## src/rtl/fetch_unit.sv

```systemverilog
// fetch_unit
//   Instruction-fetch stage feeding decode. Owns the program counter, drives
//   the word address into an asynchronous instruction memory, and buffers each
//   fetched word with its PC in a 2-entry FIFO that decode drains through a
//   valid/ready handshake. Branch, jump and jump-register requests redirect
//   the PC and flush any buffered (now stale) fetches.
//
// Ports
//   clk, reset            single clock, synchronous active-high reset
//   imem_addr  (out 32)   byte address to instruction memory (the PC register)
//   imem_rdata (in  32)   instruction word at imem_addr, same cycle
//   halt       (in  1)    suppress new fetches; buffer still drains
//   out_valid/out_ready   handshake toward decode
//   out_instr, out_pc, out_pc_plus4 (out 32)  FIFO head contents
//   br_taken, br_base, br_offset              branch redirect request
//   jump, jump_index                          J-format redirect request
//   jr, jr_target                             register-target redirect request
//   misalign_err (out 1)  sticky: some redirect target had bits [1:0] != 0

module fetch_unit #(
    parameter logic [31:0] RESET_PC = 32'h0000_0000
) (
    input  logic        clk,
    input  logic        reset,
    output logic [31:0] imem_addr,
    input  logic [31:0] imem_rdata,
    input  logic        halt,
    output logic        out_valid,
    input  logic        out_ready,
    output logic [31:0] out_instr,
    output logic [31:0] out_pc,
    output logic [31:0] out_pc_plus4,
    input  logic        br_taken,
    input  logic [31:0] br_base,
    input  logic [15:0] br_offset,
    input  logic        jump,
    input  logic [25:0] jump_index,
    input  logic        jr,
    input  logic [31:0] jr_target,
    output logic        misalign_err
);

    logic [31:0] pc;
    logic [31:0] fifo_pc    [0:1];
    logic [31:0] fifo_instr [0:1];
    logic        head;
    logic        tail;
    logic [1:0]  count;

    logic        redirect;
    logic        pop;
    logic        push;
    logic [31:0] br_target;
    logic [31:0] target;

    assign redirect = jr | jump | br_taken;
    assign out_valid = (count != 2'd0);
    assign pop = out_valid & out_ready;
    // A full buffer can still accept a fetch when decode pops the head in the
    // same cycle, which is what keeps the stream bubble-free after a stall.
    assign push = !halt && !redirect && ((count != 2'd2) || pop);

    // Signed word offset scaled to bytes; carry out of bit 31 is dropped.
    assign br_target = br_base + {{14{br_offset[15]}}, br_offset, 2'b00};

    // jr outranks jump, which outranks a taken branch.
    always_comb begin
        target = br_target;
        if (jr) begin
            target = jr_target;
        end else if (jump) begin
            target = {br_base[31:28], jump_index, 2'b00};
        end
    end

    // PC, pointers, occupancy and the sticky misalignment flag.
    always_ff @(posedge clk) begin
        if (reset) begin
            pc           <= RESET_PC;
            head         <= 1'b0;
            tail         <= 1'b0;
            count        <= 2'd0;
            misalign_err <= 1'b0;
        end else if (redirect) begin
            // Any pop this cycle was accepted by decode; the entry is simply
            // discarded together with everything else in the buffer.
            pc    <= {target[31:2], 2'b00};
            head  <= 1'b0;
            tail  <= 1'b0;
            count <= 2'd0;
            if (target[1:0] != 2'b00) begin
                misalign_err <= 1'b1;
            end
        end else begin
            if (push) begin
                pc   <= pc + 32'd4;
                tail <= ~tail;
            end
            if (pop) begin
                head <= ~head;
            end
            count <= count + {1'b0, push} - {1'b0, pop};
        end
    end

    // Buffer storage needs no reset: the head is only exposed while count != 0.
    always_ff @(posedge clk) begin
        if (push && !reset) begin
            fifo_pc[tail]    <= pc;
            fifo_instr[tail] <= imem_rdata;
        end
    end

    assign imem_addr    = pc;
    assign out_instr    = out_valid ? fifo_instr[head] : 32'd0;
    assign out_pc       = out_valid ? fifo_pc[head] : 32'd0;
    assign out_pc_plus4 = out_valid ? (fifo_pc[head] + 32'd4) : 32'd0;

endmodule

```

## config.mk

```make
export PLATFORM = sky130hd
export DESIGN_NAME = fetch_unit
export DESIGN_NICKNAME = d
export VERILOG_FILES = /design/src/rtl/fetch_unit.sv
export SDC_FILE = /design/constraint.sdc
export NUM_CORES = 1
export LEC_CHECK = 0
export CELL_PAD_IN_SITES_DETAIL_PLACEMENT = 0
export CELL_PAD_IN_SITES_GLOBAL_PLACEMENT = 2
export CORE_MARGIN = 2
export CORE_UTILIZATION = 29
export DETAILED_ROUTE_END_ITERATION = 7
export PLACE_DENSITY = 0.9
export SKIP_CTS_REPAIR_TIMING = 1
export SYNTH_ARGS = -nofsm -noshare
export SYNTH_HDL_FRONTEND = slang
export SYNTH_SLANG_ARGS = --single-unit
```

## constraint.sdc

```tcl
create_clock -name clk -period 7.9 [get_ports clk]
set_input_delay 1.58 -clock clk [delete_from_list [all_inputs] [get_ports clk]]
set_output_delay 1.58 -clock clk [all_outputs]
set_load 0.02 [all_outputs]
```

======== Word-level counts from Yosys, hierarchy flattened ========
Memory sizes are Yosys's and may differ from the RTL's. A register that Yosys moved wholly into a read port is not among the register bits.
Index checks and enable logic that the tools add are counted.
cells by class
  bitwise logic cells ..................... 5
  magnitude comparators ................... 0
  equality and inequality tests ........... 1
  shift operators ......................... 0
  mux-type cells .......................... 13
  reduce and logical (&&, ||, !) cells .... 12
  $add $sub $neg .......................... 5
  multipliers ............................. 0
  divide/modulo/power cells ............... 0
operators by type and width
  operator                                                         number
  32-bit two-way mux                                               7
  32-bit by 3-bit adder with 32-bit output, second input constant  2
  32-bit adder                                                     1
  1-bit two-way mux                                                6
  2-bit nonzero test                                               3
  1-bit logical AND                                                3
  1-bit zero test                                                  3
  2-bit by 1-bit adder with 2-bit output                           1
  2-bit inequality test, second input constant                     1
  1-bit NOT                                                        2
  1-bit bitwise OR                                                 2
  2-bit AND reduction                                              1
  2-bit OR reduction                                               1
  2-bit by 1-bit subtractor with 2-bit output                      1
  1-bit bitwise AND                                                1
  1-bit logical OR                                                 1
storage, ports and cells
  input bits .............................. 145
  word-level logic and storage cells ...... 44
  register bits after elaboration ......... 37
  memories ................................ 2
  latch bits .............................. 0
  bits in read-only memories .............. 0
  output and inout port bits .............. 130
  memory bits (writable) .................. 128
memories
  name        depth  width  read ports  clocked after memory_dff  write ports  RTL line  text
  fifo_instr  2      32     1           1                         1            45        logic [31:0] fifo_instr [0:1];
  fifo_pc     2      32     1           1                         1            44        logic [31:0] fifo_pc [0:1];

======== Longest topological paths before layout ========
Gate-level depths: netlist of the first run.
  depth in word-level cells ............... 8
  mapped depth ............................ 15
  mapped depth without buffers ............ 12

======== Worst setup path after synthesis of the first run ========
No wires, ideal clock.
  path kind ............................... input-to-reg
  from .................................... in jump
  to ...................................... mem fifo_instr[0][0] (enable)
  arrival time ............................ 6.769 ns
  stages on the path ...................... 5
  path buffers ............................ 1
  library setup time ...................... 0.558 ns
  path slack .............................. 0.574 ns
  data required time ...................... 7.342 ns
  path through ............................ clkbuf_1 > or3_1 > nor2_2 > nand2_1 > nor3_1
between the ends
  longest elaborated chain between the ends .. 8
ends and longest elaborated chain
  element                                  RTL line  text
  start: declaration                       36        input logic jump,
  1-bit bitwise OR (2 in series)           56        assign redirect = jr | jump | br_taken;
  1-bit zero test                          61        assign push = !halt && !redirect && ((count != 2'd2) || pop);
  1-bit logical AND (2 in series)          61
  1-bit logical AND                        108       if (push && !reset) begin
  1-bit two-way mux                        108
  1-bit two-way mux (not written as such)  110       fifo_instr[tail] <= imem_rdata;
  end: declaration                         45
Every way passes these cells.

==> out/results.tsv, run 1 <==
metric	value	unit
largest area contributor in the netlist	edfxtp_1	
status	finished, final reports clean	
reg2reg start	imem_addr[7]$_SDFFE_PP0P_	
RSZ-0062 raised after global routing	false	
clk slew on worst S/H paths	70	ps
Switching Share	0.271	
Synth top area share	0.392	
post-route ant nets	0	
io pins	275	
hold_ws	496	ps
largest net degree at the start of global routing	91	
Final Cycle Share	0.771	
CTS tree	built	
post-synthesis cell count	959	
Layout area overhead	38.9	%
final WL	31400	µm
Worst setup SP type	flip-flop	
Pwr per Cell Area	161	nW/µm²
final setup fails	0	
GR Overflow Total	0	
PortBufs	268	
post-synthesis register bit count	160	
Post-synth EDFFs	124	
clk sink count	160	
CP Cell Sequence	buf_4, mux2i_1, a211o_1, nor3b_2, nand2_1, or2_4, nor4_4, nand3_1, xnor2_1, nor2_1, clkdlybuf4s50_1	
critical path class	reg -> out	
min-delay src	misalign_err$_SDFFE_PP0P_	
commonest non-fill, non-tap cell in the layout	clkdlybuf4s50_1	
fin nets	1391	
CORE AREA	32400	µm²
vias in the first global route	7951	
DRC	0	
most frequent cells in the layout	clkdlybuf4s50_1, nor2_1, edfxtp_1	
transition time of the tightest slew-check pin	880	ps
Num CTS Buffers	17	
worst vdd ir	0.117	mV
clock tree buffer depth	2	
required time worst endpoint	6320	ps
Diodes inserted	0	
Ys Warns	0	
max_slew headroom	0.413	
worst stage delay on the critical path	780	ps
Final Hold Viols	0	
H-tree levels	4	
Comb pwr share	0.170	
via count	8230	
CP delay by family, top	simple AND/OR/NAND/NOR gates	
Slew Limit Fails	0	
Post-DP HPWL	24600	µm
Worst Setup End Kind	primary output	
f_max	164	MHz
drt via density	4.93	
ys flop type	edfxtp_1	
Layout Skew	15.3	ps
Initial Util	0.294	
Final Wtd Congestion	0.880	
share of cells above drive strength 1	0.0538	
first-pass GRT wire length	46700	µm
First-pass DRT Iterations	5	
mean post-synth cell area	9.91	µm²
CP Buf/Inv Count	2	
maxcap violations	0	
Pwr Total	2.12	mW
Skew-Pair Late Insertion Delay	420	ps
worst-path maximum fanout	44	
Critical Path AT	4510	ps
Root Buffer	clkbuf_16	
register area share after synthesis	0.467	
Post-Synthesis Cell Area	9510	µm²
slowest CP cell	dfxtp_4	
Die H	185	µm
Clk pwr share	0.376	
Netlist cell types	71	
ys async rst share	0	
Total GRT Usage	0.181	
full die area	34200	µm²
# rows	66	
initial antenna violation count	0	
Synth area leaders	edfxtp_1, dfxtp_1, mux2i_1	
TNS Setup	0	ps
Reg power frac	0.454	
Die W	185	µm
internal power	1.54	mW
DR WL/cell	18.9	µm
DRT iter0 DRCs	484	
hold crit path type	reg -> reg	
post-layout minimum cycle time	6090	ps
Leak	4.52	nW
Switching Power	575	µW
routing by layer:
metal / vias up / track usage / wire (µm)
li1: 4052 / - / -
met1: 3819 / 0.245 / 14600
met2: 342 / 0.291 / 13900
met3: 17 / 0.0444 / 2560
met4: 0 / 0.0397 / 336
met5: - / 0 / 0
final timing paths:
kind	slack, ps	to	depth (start not counted)
worst max-delay path	1810	out_pc_plus4[29]	11
worst min-delay path	500	misalign_err$_SDFFE_PP0P_	2
worst max register to register	5140	imem_addr[29]$_SDFFE_PP0P_	9
worst min register to register	500	misalign_err$_SDFFE_PP0P_	2
flip-flops by register name, indices dropped and copies added, names as in the netlist, named ones only:
signal / flops
count: 2
fifo_instr: 64
fifo_pc: 60
head: 1
imem_addr: 30
misalign_err: 1
tail: 1
power groups by stage:
stage | Clock [mW] | Combinational (mW) | Sequential [mW]
2_1_floorplan | 0 | 0.176 | 0.984
3_3_place_gp | 0 | 0.358 | 0.979
3_5_place_dp | 0 | 0.359 | 0.981
4_1_cts | 0.819 | 0.361 | 0.962
5_1_grt | 0.855 | 0.392 | 0.966
6_report | 0.797 | 0.361 | 0.962
synth_stat cells, types with 15 or more instances:
master,number
nand2_1,67
nand4_1,15
nor3_1,29
nand3_1,23
xor2_1,31
mux2i_1,62
nor2_1,148
dfxtp_1,36
edfxtp_1,124
o21ai_0,32
xnor2_1,39
clkbuf_1,30
inv_1,19
ha_1,32
a21oi_1,74
worst min-delay path, stage by stage (launching register included):
cell     delay (ps)
dfxtp_1         330
inv_1            60
a31oi_1          60
cells by family after synthesis:
| family | Yosys count | synth area share |
|---|---|---|
| compound gates | 211 | 0.144 |
| other cells | 1 | 0.000394 |
| simple gates | 351 | 0.179 |
| buf+inv | 70 | 0.0336 |
| fa+ha+maj | 33 | 0.0442 |
| mux | 63 | 0.0665 |
| xor+xnor | 70 | 0.0645 |
| flops | 160 | 0.467 |
per-stage QoR:
step	util	instance area (µm²)	setup slack, ps	cells
after CTS	0.408	13200	1720	1668
after global routing	0.408	13200	1400	1668
after floorplan	-	9530	574	964
after detailed placement	0.390	12600	2180	1636
final	0.408	13200	1810	1668
after global placement	0.390	12600	2280	1636
layout make-up:
cell class / instances / area [µm²]
fill: 3239 / 19200
multi-input combinational: 734 / 4780
sequential: 160 / 4450
timing repair buffer: 280 / 2770
tap: 442 / 553
clock buffer: 17 / 425
clock inverter: 15 / 153
inverter: 20 / 75.1
Power figures use the tool's default switching activity.
==> run 2, diff against run 1 <==
- clock period: 7.9 -> 5.9 ns (I/O delays scaled with it)
==> out/results.tsv, run 2 (synthesized netlist as in run 1, its figures left out) <==
metric	value	unit	change
status	finished, final reports clean		
DRT iter0 DRCs	472		-2.5%
DR WL/cell	19.1	µm	+1.2%
Post-DP HPWL	24800	µm	+0.70%
final setup fails	0		unchanged
clk slew on worst S/H paths	70	ps	about the same
Root Buffer	clkbuf_16		
Design Area, Final	13200	µm²	+0.28%
Worst Setup End Kind	primary output		
Num CTS Buffers	17		unchanged
maxcap violations	0		unchanged
pre-CTS setup slack	1150	ps	-1030 ps
PortBufs	268		unchanged
Worst setup SP type	flip-flop		
required time worst endpoint	4720	ps	-1600 ps
Final Wtd Congestion	0.886		+0.72%
Layout area overhead	39.3	%	
commonest non-fill, non-tap cell in the layout	clkdlybuf4s50_1		
Final Cycle Share	0.868		
share of cells above drive strength 1	0.0546		+0.000727
fin nets	1393		+0.14%
post-route ant nets	0		unchanged
DRC	0		unchanged
CORE AREA	32400	µm²	unchanged
H-tree levels	4		unchanged
max_slew headroom	0.403		-0.0100
clock tree buffer depth	2		unchanged
most frequent cells in the layout	clkdlybuf4s50_1, nor2_1, edfxtp_1		
final WL	31900	µm	+1.3%
Diodes inserted	0		unchanged
vias in the first global route	8161		+2.6%
worst-path maximum fanout	49		+11%
Final Hold Viols	0		unchanged
number of flip-flops under the largest register name	64		unchanged
hold_ws	513	ps	+16.2 ps
largest net degree at the start of global routing	90		-1.1%
Die H	185	µm	unchanged
Skew-Pair Late Insertion Delay	420	ps	about the same
worst vdd ir	0.133	mV	+14%
First-pass DRT Iterations	5		unchanged
clk sink count	160		unchanged
post-layout minimum cycle time	5120	ps	
final cell count without fillers	1670		+0.12%
Post-DP Area	12600	µm²	+0.17%
initial antenna violation count	0		unchanged
Pwr Total	2.88	mW	+36%
RSZ-0062 raised after global routing	false		
first-pass GRT wire length	47700	µm	+2.1%
drt via density	4.95		+0.23%
Pwr per Cell Area	218	nW/µm²	+35%
# rows	66		unchanged
via count	8259		+0.35%
Die W	185	µm	unchanged
fill cell count	3184		-1.7%
full die area	34200	µm²	unchanged
Critical Path AT	3940	ps	-570 ps
TNS Setup	0	ps	unchanged
Worst Setup Slack, final	778	ps	-1030 ps
io pins	275		unchanged
Leak	4.54	nW	+0.55%
Layout Skew	13.4	ps	-1.95 ps
CTS tree	built		
Initial Util	0.294		unchanged
final design utilization	0.409		+0.00116
Total GRT Usage	0.183		+0.00255
hold crit path type	reg -> reg		
GR Overflow Total	0		unchanged
f_max	195	MHz	
Slew Limit Fails	0		unchanged
transition time of the tightest slew-check pin	895	ps	+15.0 ps
placed cells	1638		+0.12%
critical path class	reg -> out		
Largest Register	fifo_instr		
[run 2: layer usage]
metal / vias to the layer above / GRT usage / share of wire
met5: - / 0 / 0
met4: 0 / 0.0438 / 0.014
met3: 24 / 0.0470 / 0.083
met2: 310 / 0.297 / 0.44
met1: 3878 / 0.244 / 0.46
li1: 4047 / - / -
[run 2: worst max-delay path, cell delays in order, from the launching register on]
cell and delay [ps]:
dfxtp_4 730, mux2i_1 290, a211o_1 380, nor3b_2 340, nand2_1 170, or2_4 270, nor4_4 320, nand3_1 160
xnor2_1 140, nor2_1 100, clkdlybuf4s50_1 610
[run 2: path summary, 6_finish.rpt]
kind / start / end / slack, ps / cells past startpoint
max reg2reg: imem_addr[7]$_SDFFE_PP0P_ / imem_addr[29]$_SDFFE_PP0P_ / 3040 / 9
max: flip-flop / out_pc_plus4[29] / 780 / 10
min: misalign_err$_SDFFE_PP0P_ / misalign_err$_SDFFE_PP0P_ / 510 / 2
min reg2reg: misalign_err$_SDFFE_PP0P_ / misalign_err$_SDFFE_PP0P_ / 510 / 2
[run 2: layout make-up]
class	instances	area (µm²)	share of cell area
clock inverter	15	169	0.0128
inverter	20	75.1	0.00567
multi-input combinational	734	4780	0.361
sequential	160	4450	0.336
clock buffer	17	425	0.0321
tap	442	553	0.0418
timing repair buffer	282	2790	0.211
[run 2: power breakdown]
| group | internal, mW | switching, mW |
|---|---|---|
| logic | 0.233 | 0.253 |
| registers | 1.24 | 0.0448 |
| clock network | 0.636 | 0.471 |
==> run 3, diff against run 2 <==
- CELL_PAD_IN_SITES_GLOBAL_PLACEMENT: 2 -> 1
- CORE_UTILIZATION: 29 -> 37
- PLACE_DENSITY: 0.9 -> 0.92
- SETUP_SLACK_MARGIN: unset -> 0.5
==> out/results.tsv, run 3 (synthesized netlist as in run 1, its figures left out) <==
metric	value	unit	change
Total GRT Usage	0.219		+0.0359
Post-DP Area	12500	µm²	-1.1%
Layout Skew	12.6	ps	-0.804 ps
CP dominant cell by count	nand2_1		
worst-path maximum fanout	29		-41%
number of flip-flops under the largest register name	64		unchanged
CTS tree	built		
Final Hold Viols	0		unchanged
CORE AREA	25200	µm²	-22%
Reg power frac	0.441		-0.006
Worst setup SP type	flip-flop		
status	finished, final reports clean		
CP Cell Sequence	nand3_1, a221oi_2, nor3b_2, nand2_1, or2_4, nor4_4, nand2_1, xnor2_1, nor2_1, clkdlybuf4s50_1		
clk sink count	160		unchanged
post-layout minimum cycle time	4890	ps	-231 ps
transition time of the tightest slew-check pin	833	ps	-61.6 ps
initial antenna violation count	0		unchanged
H-tree levels	4		unchanged
worst stage delay on the critical path	640	ps	-90 ps
# rows	58		-12%
final cell count without fillers	1558		-6.7%
drt via density	5.38		+8.7%
Largest Register	fifo_instr		
via count	8378		+1.4%
hold depth	2		unchanged
Critical Path AT	3710	ps	-230 ps
CP Buf/Inv Count	1		unchanged
GR Overflow Total	0		unchanged
hold crit path type	reg -> reg		
Skew-Pair Late Insertion Delay	420	ps	about the same
RSZ-0062 raised after global routing	false		
max_slew headroom	0.444		+0.0411
Slew Limit Fails	0		unchanged
critical path class	reg -> out		
Final Wtd Congestion	0.953		+7.6%
DRT iter0 DRCs	628		+33%
placed cells	1525		-6.9%
Root Buffer	clkbuf_16		
PortBufs	268		unchanged
Leak	4.57	nW	+0.58%
Diodes inserted	0		unchanged
final setup fails	0		unchanged
vias in the first global route	8064		-1.2%
Levels on crit path	10		unchanged
required time worst endpoint	4720	ps	about the same
maxcap violations	0		unchanged
Die W	164	µm	-11%
Layout area overhead	38.4	%	
Worst Setup End Kind	primary output		
DR WL/cell	19.4	µm	+1.6%
final WL	30200	µm	-5.2%
fill cell count	2321		-27%
Final Cycle Share	0.829		-0.0392
Clk pwr share	0.395		+0.011
fin nets	1393		unchanged
Switching Share	0.261		-0.00583
f_max	204	MHz	+4.7%
post-route ant nets	0		unchanged
io pins	275		unchanged
share of cells above drive strength 1	0.0546		unchanged
slowest CP cell	clkdlybuf4s50_1		
full die area	27000	µm²	-21%
Design Area, Final	13200	µm²	-0.65%
clk slew on worst S/H paths	70	ps	about the same
largest net degree at the start of global routing	71		-21%
clock tree buffer depth	2		unchanged
TNS Setup	0	ps	unchanged
Num CTS Buffers	17		unchanged
First-pass DRT Iterations	7		+2
worst vdd ir	0.201	mV	+51%
Comb pwr share	0.164		-0.005
commonest non-fill, non-tap cell in the layout	clkdlybuf4s50_1		
CP delay by family, top	simple AND/OR/NAND/NOR gates		
DRC	0		unchanged
most frequent cells in the layout	clkdlybuf4s50_1, nor2_1, edfxtp_1		
R2R depth	9		unchanged
Worst Setup Slack, final	1010	ps	+231 ps
internal power	2.16	mW	+2.2%
Switching Power	763	µW	-0.80%
pre-CTS setup slack	1110	ps	-42.4 ps
Post-DP HPWL	23300	µm	-6.1%
Die H	164	µm	-11%
Pwr per Cell Area	222	nW/µm²	+2.1%
first-pass GRT wire length	45200	µm	-5.2%
Initial Util	0.378		+0.0838
==> run 3: cell count changes in the layout (fill, tap and decap cells not counted), sizes merged <==
cell	before	now
bufinv	2	3
clkbuf	17	18
clkinv	4	5
clkinvlp	2	0
inv	27	26
==> run 3: through the flow <==
stage                     power [mW]  hold slack [ps]   util
after floorplan                 1.55              520      -
after global placement          1.78              457  0.497
after detailed placement        1.79              455  0.497
after CTS                       2.94              462  0.522
after global routing            3.04              503  0.522
final                           2.92              465  0.522
==> run 3: worst paths after layout <==
kind / from / end / slack (ps)
worst min register to register: misalign_err$_SDFFE_PP0P_ / misalign_err$_SDFFE_PP0P_ / 460
worst min-delay path: misalign_err$_SDFFE_PP0P_ / misalign_err$_SDFFE_PP0P_ / 460
worst max register to register: imem_addr[7]$_SDFFE_PP0P_ / imem_addr[29]$_SDFFE_PP0P_ / 3140
worst max-delay path: flip-flop / out_pc_plus4[31] / 1010
==> run 3: worst reg2reg max path, cell delays in order, from the launching register on <==
cell and delay [ps]:
dfxtp_1 510, and4_1 300, and4_1 320, and4_1 300
nand2b_1 150, nor2_1 150, a31oi_1 100, a211oi_1 330
a221oi_1 90, a2111oi_1 400
==> run 3: area by class of cell <==
type / count / area, µm² / area share
clock inverters: 14 / 194 / 0.0147
inverters: 20 / 75.1 / 0.00571
flip-flops and latches: 160 / 4450 / 0.338
repair buffers: 282 / 2810 / 0.214
well taps: 330 / 413 / 0.0314
clock buffers: 18 / 429 / 0.0326
multi-input cells: 734 / 4780 / 0.364
==> run 3: layer usage <==
| metal | up-vias | GRT usage | part of all wire |
|---|---|---|---|
| li1 | 4057 | - | - |
| met3 | 19 | 0.0497 | 0.088 |
| met1 | 3936 | 0.288 | 0.43 |
| met2 | 366 | 0.371 | 0.47 |
| met4 | 0 | 0.0439 | 0.0077 |
| met5 | - | 0 | 0 |
==> run 3: power by group through the flow <==
| stage | sequential (mW) | clock [mW] | combinational, mW |
|---|---|---|---|
| finish | 1.29 | 1.15 | 0.480 |
| detailed placement | 1.31 | 0 | 0.474 |
| global route | 1.29 | 1.23 | 0.520 |
| floorplan | 1.32 | 0 | 0.235 |
| CTS | 1.29 | 1.18 | 0.477 |
| global placement | 1.31 | 0 | 0.472 |
==> variant: new RTL, config.mk and constraints of run 1 <==
Register the output `misalign_err` once more, cleared by the reset; this adds one clock of latency there. The other outputs are not delayed to match.
--- a/src/rtl/fetch_unit.sv
+++ b/src/rtl/fetch_unit.sv
@@ -41,4 +41,6 @@
 );
 
+    logic misalign_err_s0;
+
     logic [31:0] pc;
     logic [31:0] fifo_pc    [0:1];
@@ -81,5 +83,5 @@
             tail         <= 1'b0;
             count        <= 2'd0;
-            misalign_err <= 1'b0;
+            misalign_err_s0 <= 1'b0;
         end else if (redirect) begin
             // Any pop this cycle was accepted by decode; the entry is simply
@@ -90,5 +92,5 @@
             count <= 2'd0;
             if (target[1:0] != 2'b00) begin
-                misalign_err <= 1'b1;
+                misalign_err_s0 <= 1'b1;
             end
         end else begin
@@ -117,4 +119,12 @@
     assign out_pc_plus4 = out_valid ? (fifo_pc[head] + 32'd4) : 32'd0;
 
+    always_ff @(posedge clk) begin
+        if (reset) begin
+            misalign_err <= '0;
+        end else begin
+            misalign_err <= misalign_err_s0;
+        end
+    end
+
 endmodule
 
Formal check against the unedited RTL: not equivalent (Yosys sat finds a counterexample within 4 cycles, from zero or initial values and one cycle with reset high).
==> variant against run 1 <==
First-iteration DRC count rose by 24%; final area up 1.1%; setup slack improved by 0.0012 ns; count of clock-buffer cells in the layout unchanged; sequential cell count grew 1; synthesized cell count is 1.0% higher; via count is 1.8% higher; routed wire length decreased by 0.23%; total power increased by 4.2%; largest cell class unchanged; final cell count grew 0.48%; critical path type unchanged; sequential share of layout area shrank 0.20 points; synthesized area increased by 0.72%.
==> variant: results (changes against run 1) <==
metric,value,unit,change
slew_headroom,0.344,,-0.0699
hpwl,24100,microns,-2.0%
placed_area,0.0127,sq mm,+0.71%
detail_route.iter0.violations,598,,+24%
grt_pass1_vias,8102,,+1.9%
yosys-top-cells-area,"edfxtp_1, dfxtp_1, mux2i_1",,
synth_xor_area_frac,0.0622,,-0.00229
place_ws,2.21,ns,+0.0275 ns
synth_common_cells,"nor2_1, edfxtp_1, nand2_1",,
wire_per_inst,18.7,microns,-0.70%
routed_wl,31400,microns,-0.23%
track_usage,0.180,,-0.000603
num_vias,8382,,+1.8%
min_to,misalign_err,,
multi_input_area,0.00487,sq mm,+1.9%
holdCritStartpoint,misalign_err_s0,,
place_congestion,0.896,,+1.9%
synth_fa_ha_area_frac,0.0439,,-0.000318
synth_cells,969,,+1.0%
antenna_found_initial,1,,+1
path_max_fanout,43,,-2.3%
synthMuxAreaShare,0.0682,,+0.00174
drive_gt1_frac,0.0494,,-0.00440
finalClockSkew,0.0133,ns,-0.00206 ns
status,completed,,
==> variant: changes by cell type after synthesis, sizes merged, moves of 4 or more <==
| cell | change |
|---|---|
| a21oi | -13 |
| nand3 | +11 |
| a211oi | +8 |
| a21o | +6 |
| nand4 | -6 |
| a22oi | +5 |
| and3 | -4 |
| o21ai | +4 |
| or3 | +4 |
==> variant: final cells by class <==
cell class	instances	share of cell area
tap	442	0.0414
sequential	161	0.335
timing repair buffer	279	0.207
clock buffer	17	0.0319
multi-input combinational	747	0.365
inverter	16	0.00450
clock inverter	14	0.0152
==> variant: logic make-up (layout without fill, tap and decap cells) <==
group | count (synthesis) | count (layout)
AND/OR/NAND/NOR | 347 | 347
AO/OA/AOI/OAI | 228 | 228
flip-flops | 161 | 161
XOR/XNOR | 68 | 68
buffers and inverters | 66 | 326
multiplexers | 65 | 65
adder cells (fa/ha/maj) | 33 | 33
other | 1 | 6
==> variant: report_power, final <==
part | switching, mW | internal, mW | total (mW) | leakage, nW
logic | 0.189 | 0.177 | 0.366 | 2.84
clock network | 0.343 | 0.533 | 0.876 | 0.295
registers | 0.0333 | 0.934 | 0.967 | 1.40
==> variant: critical path: cells and delay by family (launching register included) <==
kind	cells	cell delay, ns
AND/OR/NAND/NOR	6	1.54
buffers and inverters	2	1.22
flip-flops	1	0.78
AO/OA/AOI/OAI	1	0.34
XOR/XNOR	1	0.15
==> variant: layer usage <==
metal	up-vias	GRT usage	share of wire
met1	3917	0.240	0.45
met5	-	0	0
met4	0	0.0343	0.0091
li1	4105	-	-
met2	344	0.289	0.45
met3	16	0.0544	0.094
